`src/rtl/uart_pkg.sv`:
```
// Shared types and helpers for the UART receive path.
package uart_pkg;

  localparam int UART_DATA_BITS = 8;

  typedef enum logic [2:0] {
    RX_IDLE,
    RX_START,
    RX_DATA,
    RX_STOP,
    RX_CLEANUP
  } rx_state_t;

  // One extra bit of headroom so CLKS_PER_BIT-1 always fits with room to spare.
  function automatic int clk_cnt_width(input int cpb);
    return $clog2(cpb) + 1;
  endfunction

  function automatic logic maj3(input logic a, input logic b, input logic c);
    return (a & b) | (a & c) | (b & c);
  endfunction

endpackage

```
`src/rtl/uart_rx_sync.sv`:
```
// N-flop synchroniser for an asynchronous level input; flops reset to 1
// so an idle-high line never looks like an edge on reset release.
module uart_rx_sync #(
  parameter int STAGES = 2
) (
  input  logic i_Clock,
  input  logic i_Reset,
  input  logic i_d,
  output logic o_q
);

  if (STAGES < 2) begin : g_stages_chk
    $fatal(1, "uart_rx_sync: STAGES must be >= 2");
  end

  logic [STAGES-1:0] sync_q, sync_d;

  always_comb sync_d = {sync_q[STAGES-2:0], i_d};

  always_ff @(posedge i_Clock or posedge i_Reset) begin
    if (i_Reset) sync_q <= '1;
    else         sync_q <= sync_d;
  end

  assign o_q = sync_q[STAGES-1];

endmodule

```
`src/rtl/uart_rx.sv`:
```
// 8N1 UART receiver, LSB first, mid-bit sampling off a synchronised line.
// Define UART_RX_MAJORITY_EN for a 2-of-3 vote on every data and stop bit.
module uart_rx
  import uart_pkg::*;
#(
  parameter int CLKS_PER_BIT = 87
) (
  input  logic       i_Clock,
  input  logic       i_Reset,
  input  logic       i_Rx_Serial,
  output logic       o_Rx_DV,
  output logic [7:0] o_Rx_Byte,
  output logic       o_Rx_Active,
  output logic       o_Rx_Frame_Err
);

  localparam int CW = clk_cnt_width(CLKS_PER_BIT);
  localparam int IW = $clog2(UART_DATA_BITS);
  localparam logic [CW-1:0] HALF     = CW'((CLKS_PER_BIT - 1) / 2);
  localparam logic [CW-1:0] LAST     = CW'(CLKS_PER_BIT - 1);
  localparam logic [CW-1:0] CNT_ONE  = CW'(1);
  localparam logic [IW-1:0] IDX_LAST = IW'(UART_DATA_BITS - 1);
  localparam logic [IW-1:0] IDX_ONE  = IW'(1);

`ifdef UART_RX_MAJORITY_EN
  if (CLKS_PER_BIT < 4) begin : g_cpb_chk
    $fatal(1, "uart_rx: CLKS_PER_BIT must be >= 4 with majority voting");
  end
`else
  if (CLKS_PER_BIT < 2) begin : g_cpb_chk
    $fatal(1, "uart_rx: CLKS_PER_BIT must be >= 2");
  end
`endif

  rx_state_t        state_q, state_d;
  logic [CW-1:0]    cnt_q, cnt_d;
  logic [IW-1:0]    idx_q, idx_d;
  logic [7:0]       shift_q, shift_d;
  logic [7:0]       byte_q, byte_d;
  logic             dv_q, dv_d;
  logic             active_q, active_d;
  logic             ferr_q, ferr_d;
  logic             rx_s;
  logic             bit_done;
  logic             bit_val;

  uart_rx_sync #(.STAGES(2)) u_sync (
    .i_Clock (i_Clock),
    .i_Reset (i_Reset),
    .i_d     (i_Rx_Serial),
    .o_q     (rx_s)
  );

`ifdef UART_RX_MAJORITY_EN
  // Votes at LAST-1 and LAST; the third sample and the decision land on the
  // cycle after the counter wraps, so the bit period itself is untouched.
  logic [1:0] vote_q, vote_d;
  logic       pend_q, pend_d;

  assign bit_done = pend_q;
  assign bit_val  = maj3(vote_q[0], vote_q[1], rx_s);

  always_comb begin
    vote_d = vote_q;
    pend_d = 1'b0;
    if (state_q == RX_DATA || state_q == RX_STOP) begin
      if (cnt_q == LAST - CNT_ONE) vote_d[0] = rx_s;
      if (cnt_q == LAST) begin
        vote_d[1] = rx_s;
        pend_d    = 1'b1;
      end
    end
  end

  always_ff @(posedge i_Clock or posedge i_Reset) begin
    if (i_Reset) begin
      vote_q <= '0;
      pend_q <= 1'b0;
    end else begin
      vote_q <= vote_d;
      pend_q <= pend_d;
    end
  end
`else
  assign bit_done = (cnt_q == LAST);
  assign bit_val  = rx_s;
`endif

  always_comb begin
    state_d  = state_q;
    cnt_d    = cnt_q;
    idx_d    = idx_q;
    shift_d  = shift_q;
    byte_d   = byte_q;
    dv_d     = 1'b0;
    ferr_d   = 1'b0;
    active_d = active_q;
    unique case (state_q)
      RX_IDLE: begin
        cnt_d = '0;
        idx_d = '0;
        if (!rx_s) state_d = RX_START;
      end
      RX_START: begin
        if (cnt_q == HALF) begin
          cnt_d = '0;
          if (!rx_s) begin
            state_d  = RX_DATA;
            active_d = 1'b1;
          end else begin
            state_d = RX_IDLE;
          end
        end else begin
          cnt_d = cnt_q + CNT_ONE;
        end
      end
      RX_DATA: begin
        cnt_d = (cnt_q == LAST) ? '0 : cnt_q + CNT_ONE;
        if (bit_done) begin
          shift_d[idx_q] = bit_val;
          if (idx_q == IDX_LAST) begin
            idx_d   = '0;
            cnt_d   = '0;
            state_d = RX_STOP;
          end else begin
            idx_d = idx_q + IDX_ONE;
          end
        end
      end
      RX_STOP: begin
        cnt_d = (cnt_q == LAST) ? '0 : cnt_q + CNT_ONE;
        if (bit_done) begin
          if (bit_val) begin
            byte_d = shift_q;
            dv_d   = 1'b1;
          end else begin
            ferr_d = 1'b1;
          end
          active_d = 1'b0;
          cnt_d    = '0;
          state_d  = RX_CLEANUP;
        end
      end
      RX_CLEANUP: begin
        cnt_d   = '0;
        state_d = RX_IDLE;
      end
      default: begin
        cnt_d   = '0;
        state_d = RX_IDLE;
      end
    endcase
  end

  always_ff @(posedge i_Clock or posedge i_Reset) begin
    if (i_Reset) begin
      state_q  <= RX_IDLE;
      cnt_q    <= '0;
      idx_q    <= '0;
      shift_q  <= '0;
      byte_q   <= '0;
      dv_q     <= 1'b0;
      active_q <= 1'b0;
      ferr_q   <= 1'b0;
    end else begin
      state_q  <= state_d;
      cnt_q    <= cnt_d;
      idx_q    <= idx_d;
      shift_q  <= shift_d;
      byte_q   <= byte_d;
      dv_q     <= dv_d;
      active_q <= active_d;
      ferr_q   <= ferr_d;
    end
  end

  assign o_Rx_DV        = dv_q;
  assign o_Rx_Byte      = byte_q;
  assign o_Rx_Active    = active_q;
  assign o_Rx_Frame_Err = ferr_q;

endmodule
```
`config.mk`:
```
export PLATFORM = sky130hd
export DESIGN_NAME = uart_rx
export DESIGN_NICKNAME = d
export VERILOG_FILES = /design/src/rtl/uart_pkg.sv /design/src/rtl/uart_rx_sync.sv /design/src/rtl/uart_rx.sv
export SDC_FILE = /design/constraint.sdc
export NUM_CORES = 1
export LEC_CHECK = 0
export CORE_MARGIN = 2
export CORE_UTILIZATION = 40
export DETAILED_ROUTE_END_ITERATION = 12
export SLEW_MARGIN = 20
export SYNTH_ARGS = -nofsm -noshare
export SYNTH_HDL_FRONTEND = slang
export SYNTH_SLANG_ARGS = --single-unit
```
`constraint.sdc`:
```
create_clock -name i_Clock -period 1.95 [get_ports i_Clock]
set_input_delay 0.2925 -clock i_Clock [delete_from_list [all_inputs] [get_ports i_Clock]]
set_output_delay 0.2925 -clock i_Clock [all_outputs]
set_load 0.01 [all_outputs]
```
======== After elaboration in Yosys (flattened, before gate mapping) ========
Index checks and enable logic that the tools add are counted.
operators by class
  $add $sub $neg .......................... 2
  order comparisons ....................... 2
  equal/unequal tests ..................... 12
  mux-type cells .......................... 28
  reduce and logical (&&, ||, !) cells .... 9
operator list
  operator                                                                             number
  8-bit 2-to-1 mux                                                                     4
  8-bit one-hot mux with 3 select lines                                                1
  3-bit 2-to-1 mux                                                                     7
  2-bit != test, second input constant                                                 6
  3-bit one-hot mux with 4 select lines                                                1
  1-bit 2-to-1 mux                                                                     10
  8-bit by 1-bit adder with 8-bit output, second input constant                        1
  8-bit bitwise mux                                                                    1
  8-bit by 6-bit equality test with 1-bit output, second input constant                1
  8-bit by 7-bit equality test with 1-bit output, second input constant                1
  3-bit by 2-bit equality test with 1-bit output, second input constant                2
  3-bit one-hot mux with 2 select lines                                                1
  5-bit AND reduction                                                                  1
  3-bit by 4-bit < comparator with 1-bit output, second input constant                 1
  2-bit AND reduction                                                                  2
  4-bit AND reduction                                                                  1
  2-bit nonzero test                                                                   2
  3-bit by 1-bit adder with 3-bit output, second input constant                        1
  1-bit demux with 3-bit select                                                        1
  3-bit by 1-bit equality test with 1-bit output, second input constant                1
  3-bit equality test, second input constant                                           1
  3-bit by 1-bit greater-or-equal comparator with 1-bit output, second input constant  1
  3-bit logical NOT                                                                    1
  3-bit AND reduction                                                                  1
  3 further kinds                                                                      3
word-level totals
  bits in registers ....................... 35
  input port bits ......................... 3
  output and inout bits ................... 11
  logic and storage cells ................. 62

======== Logic depth before layout (Yosys ltp) ========
Gate-level depths: netlist of the first run.
  depth after elaboration ................. 5
  depth in mapped cells ................... 7
  mapped depth without buffers ............ 6

======== Hierarchy ========
A second synthesis of the first run with hierarchy kept.
unflattened totals
  cell total of the unflattened synthesis .. 151
  area total of the unflattened synthesis .. 1706.6 µm²
by module, submodules not included
  module        times used  cells an instance  area an instance (µm²)  seq. area each (µm²)
  uart_rx       1           148                1650.3                  825.8
  uart_rx_sync  1           3                  56.3                    52.6

======== Least setup slack after synthesis of the first run ========
Ideal clock, no wire load.
  kind .................................... register to register
  start point ............................. register cnt_q[7]
  end point ............................... register byte_q[0] (netlist: o_Rx_Byte[0])
  library setup time ...................... 0.125 ns
  data arrival time ....................... 1.654 ns
  required time ........................... 1.825 ns
  slack ................................... 0.171 ns
  cell stages (with the launch flop) ...... 6
  path buffers ............................ 1
  clock period less this slack ............ 1.779 ns
  path through ............................ dfrtp_1 > nand4bb_2 > nor4_4 > and3_1 > buf_4 > mux2_2
between the ends
  longest elaborated chain between the ends .. 2
RTL lines
  what                                            line            RTL
  start, declared                                 uart_rx.sv:36   logic [CW-1:0] cnt_q, cnt_d;
  start signal, assigned                          uart_rx.sv:167  cnt_q <= cnt_d;
  8-bit by 7-bit equality test with 1-bit output  uart_rx.sv:85   assign bit_done = (cnt_q == LAST);
  3-bit AND reduction (no source line)            --
  end signal, assigned                            uart_rx.sv:170  byte_q <= byte_d;
  end, declared                                   uart_rx.sv:39   logic [7:0] byte_q, byte_d;
Every way passes these cells.
A chain may end at the register's enable or synchronous reset.

======== Final worst setup path of the first run ========
  start point ............................. register cnt_q[2]
  end point ............................... register cnt_q[6]
between the ends
  longest elaborated chain between the ends .. 5
  elaborated cells on any way between the ends .. 8
  classes of those cells .................. add/sub: 1; eq/ne: 2; mux: 5
RTL lines
  what                                                                                                             line            RTL
  8-bit by 1-bit adder with 8-bit output / 8-bit by 7-bit equality test with 1-bit output (equally long branches)  --
  8-bit 2-to-1 mux                                                                                                 uart_rx.sv:132  if (bit_done) begin
  8-bit 2-to-1 mux                                                                                                 uart_rx.sv:121  if (idx_q == IDX_LAST) begin
  8-bit 2-to-1 mux                                                                                                 uart_rx.sv:119  if (bit_done) begin
  8-bit one-hot mux with 3 select lines (*)                                                                        uart_rx.sv:98   unique case (state_q)
  via cnt_d[6]                                                                                                     uart_rx.sv:36
Mark *: on every way through the listed nets, which the timed path passes. The rest lies on a longest branch.

==> results.sh, run 1 <==
export IMPL_antenna_found_initial=0
export IMPL_whs_endpoint="u_sync.sync_q[1]"
export IMPL_dp_cells=200
export IMPL_avgSynthCellArea_um2=12.0
export IMPL_hold_depth=0
export IMPL_viasPerCell=5.15
export IMPL_critPathRequiredTime_ns=2.13
export IMPL_grt_most_used_layer="met2"
export IMPL_async_flop_share=1.00
export IMPL_hold_path_class="register to register"
export IMPL_gp_congestion=0.830
export IMPL_fmax_mhz=542
export IMPL_clock_path_buffers=2
export IMPL_dieArea_mm2=0.00463
export IMPL_syn_num_nets=144
export IMPL_worst_setup_path_start_kind="register"
export IMPL_period_minus_slack_ns=1.84
export IMPL_cts_setup_buffers=0
export IMPL_grt_usage=0.152
export IMPL_leakagePower_nw=0.885
export IMPL_port_buffers=13
export IMPL_grt_pass1_vias=1089
export IMPL_nNetsFinal=164
export IMPL_status="completed"
export IMPL_synth_warnings=0
export IMPL_numCtsBuffers=5
export IMPL_setup_viol=0
export IMPL_met3_usage=0.0641
export IMPL_clock_latency_ns=0.29
export IMPL_cts_tree="done"
export IMPL_synth_cell_types=37
export IMPL_wl_um=2890
export IMPL_maxCapViolations=0
export IMPL_root_buffer="clkbuf_8"
export IMPL_rrSetupSlack_ns=0.11
export IMPL_dieHeight_um=68.0
export IMPL_drtIter0Drc=56
export IMPL_r2r_start="cnt_q[2]"
export IMPL_start_util=0.413
export IMPL_diodes=0
export IMPL_globalRouteMet2Util=0.249
export IMPL_finalNonFillerCells=208
export IMPL_dpl_hpwl_um=1990
export IMPL_ir_drop_mv=0.407
export IMPL_wl_per_cell_um=13.9
export IMPL_std_cell_rows=23
export IMPL_timing_worst_slew_pin_value_ns=0.443
export IMPL_timing_final_crit_share=0.945
export IMPL_drc_errors=0
export IMPL_synth_edf_count=0
export IMPL_grt_use_met1=0.175
export IMPL_dpl_cell_area_mm2=0.00185
export IMPL_crit_arrival_ns=2.02
export IMPL_layout_common_cells="dfrtp_1, nor2_1, mux2_2, clkdlybuf4s50_1, nand2_1"
export IMPL_final_common_cell="dfrtp_1"
export IMPL_finalSetupTns_ns=0
export IMPL_slew_violations=0
export IMPL_cts_sinks=35
export IMPL_core_area_mm2=0.00397
export IMPL_synth_seq_cells=35
export IMPL_syn2layout_area_growth_pct=20.8
export IMPL_synth_cells=137
export IMPL_critPathCaptureType="register"
export IMPL_h_tree_depth=2
export IMPL_fin_area_mm2=0.00198
export IMPL_grt_first_pass_wirelength_um=5040
export IMPL_syn_cell_area_mm2=0.00164
export IMPL_power_density_mw_per_mm2=772
export IMPL_rsz0062_at_grt="false"
export IMPL_vias=1071
export IMPL_slew_headroom=0.704
export IMPL_clock_skew_ns=0.00484
export IMPL_synthFlopType="dfrtp_1"
export IMPL_dr_pass1_iters=4
export IMPL_r2r_end="cnt_q[6]"
export IMPL_grt_max_degree=36
export IMPL_clk_pin_slew_worst_paths_ns=0.07
export IMPL_min_delay_start="u_sync.sync_q[0]"
export IMPL_seq_area_frac_synth=0.535
export IMPL_hold_slack_ns=0.357
export IMPL_r2r_cells=4
export IMPL_ant_nets=0
export IMPL_hold_violations=0
export IMPL_die_x_um=68.0
export IMPL_layout_drive_gt1_share=0.259
export IMPL_worst_setup_path_type="register to register"
export IMPL_grt_overflow_total=0
export IMPL_ioPinCount=14
export IMPL_critPathMaxFanout=8
## Yosys cell counts, types with 3 or more instances
| library cell | number | area [um2] |
|---|---|---|
| inv_1 | 3 | 11.3 |
| nand4_1 | 3 | 18.8 |
| nand4b_1 | 3 | 26.3 |
| clkbuf_1 | 3 | 11.3 |
| xnor2_1 | 4 | 35.0 |
| and3_1 | 3 | 18.8 |
| nor3_1 | 3 | 15.0 |
| nand2_1 | 9 | 33.8 |
| nor2_1 | 17 | 63.8 |
| mux2_2 | 16 | 180 |
| ha_1 | 4 | 50.1 |
| dfrtp_1 | 33 | 826 |
| nand3_1 | 5 | 25.0 |
## critical path: stages, from the launching register on
cell     delay [ns]
dfrtp_1        0.44
or4_4          0.56
nor4b_4        0.41
o32a_4         0.27
nor2_1         0.06
## report_power, final
group / switching, mW / total, mW / leakage [nW] / internal [mW]
clock network: 0.253 / 0.666 / 0.0612 / 0.413
registers: 0.0157 / 0.759 / 0.474 / 0.743
logic: 0.0640 / 0.105 / 0.350 / 0.0406
total: 0.332 / 1.53 / 0.885 / 1.20
## per-stage QoR
stage          power, mW  setup slack [ns]  utilization
6_report            1.53             0.106        0.499
5_1_grt             1.62            0.0266        0.499
4_1_cts             1.55            0.0854        0.496
3_5_place_dp       0.874            0.0890        0.467
3_3_place_gp       0.870             0.109        0.467
2_1_floorplan      0.842             0.171            -
## cell families after synthesis
logic type | share of synthesized area
mux | 0.122
fa+ha+maj | 0.0305
flops | 0.535
xor+xnor | 0.0320
compound gates | 0.0465
buf+inv | 0.0275
simple gates | 0.206
## worst max path at each step
stage / startpoint / endpoint / slack (ns)
after floorplan: cnt_q[7] / o_Rx_Byte[0] / 0.17
after global placement: cnt_q[2] / cnt_q[2] / 0.11
after detailed placement: cnt_q[2] / cnt_q[4] / 0.09
after CTS: cnt_q[2] / cnt_q[6] / 0.09
after global routing: cnt_q[2] / cnt_q[6] / 0.03
final: cnt_q[2] / cnt_q[6] / 0.11
## layer usage
metal	wire (um)	vias up
met3	124	2
li1	-	520
met5	0	-
met2	1470	19
met4	19	0
met1	1280	530
## cell type report
class | instances | area, um2
well taps | 50 | 62.6
flip-flops and latches | 35 | 878
clock buffers | 6 | 82.6
clock inverters | 2 | 35.0
inverters | 4 | 15.0
repair buffers | 18 | 180
multi-input cells | 93 | 728
fillers | 370 | 1990
## state kept, by name, indices dropped and copies added (netlist names), 2 cells and up
| signal | cells |
|---|---|
| u_sync.sync_q | 2 |
| o_Rx_Byte | 8 |
| idx_q | 3 |
| cnt_q | 8 |
| state_q | 3 |
| shift_q | 8 |
## what timing repair did
item,in CTS,in global routing
hold buffers,0,0
endpoints found under the setup margin,0,3
hold endpoints to repair,0,0
gates resized for setup,0,1
(Power assumes the default switching activity.)
==> run 2, diff against run 1 <==
CTS_CLUSTER_DIAMETER = 150   (was not set)
==> results of run 2 <==
No change in the layout: final DEF, timing and power equal those of run 1.
==> run 3, diff against run 2 <==
==> constraint.sdc (replaced) <==
create_clock -name i_Clock -period 1.95 [get_ports i_Clock]
set_input_delay 0.2925 -clock i_Clock [delete_from_list [all_inputs] [get_ports i_Clock]]
set_output_delay 0.2925 -clock i_Clock [all_outputs]
set_load 0.005 [all_outputs]
==> results of run 3 <==
The final DEF is identical to that of run 1. Status: completed.
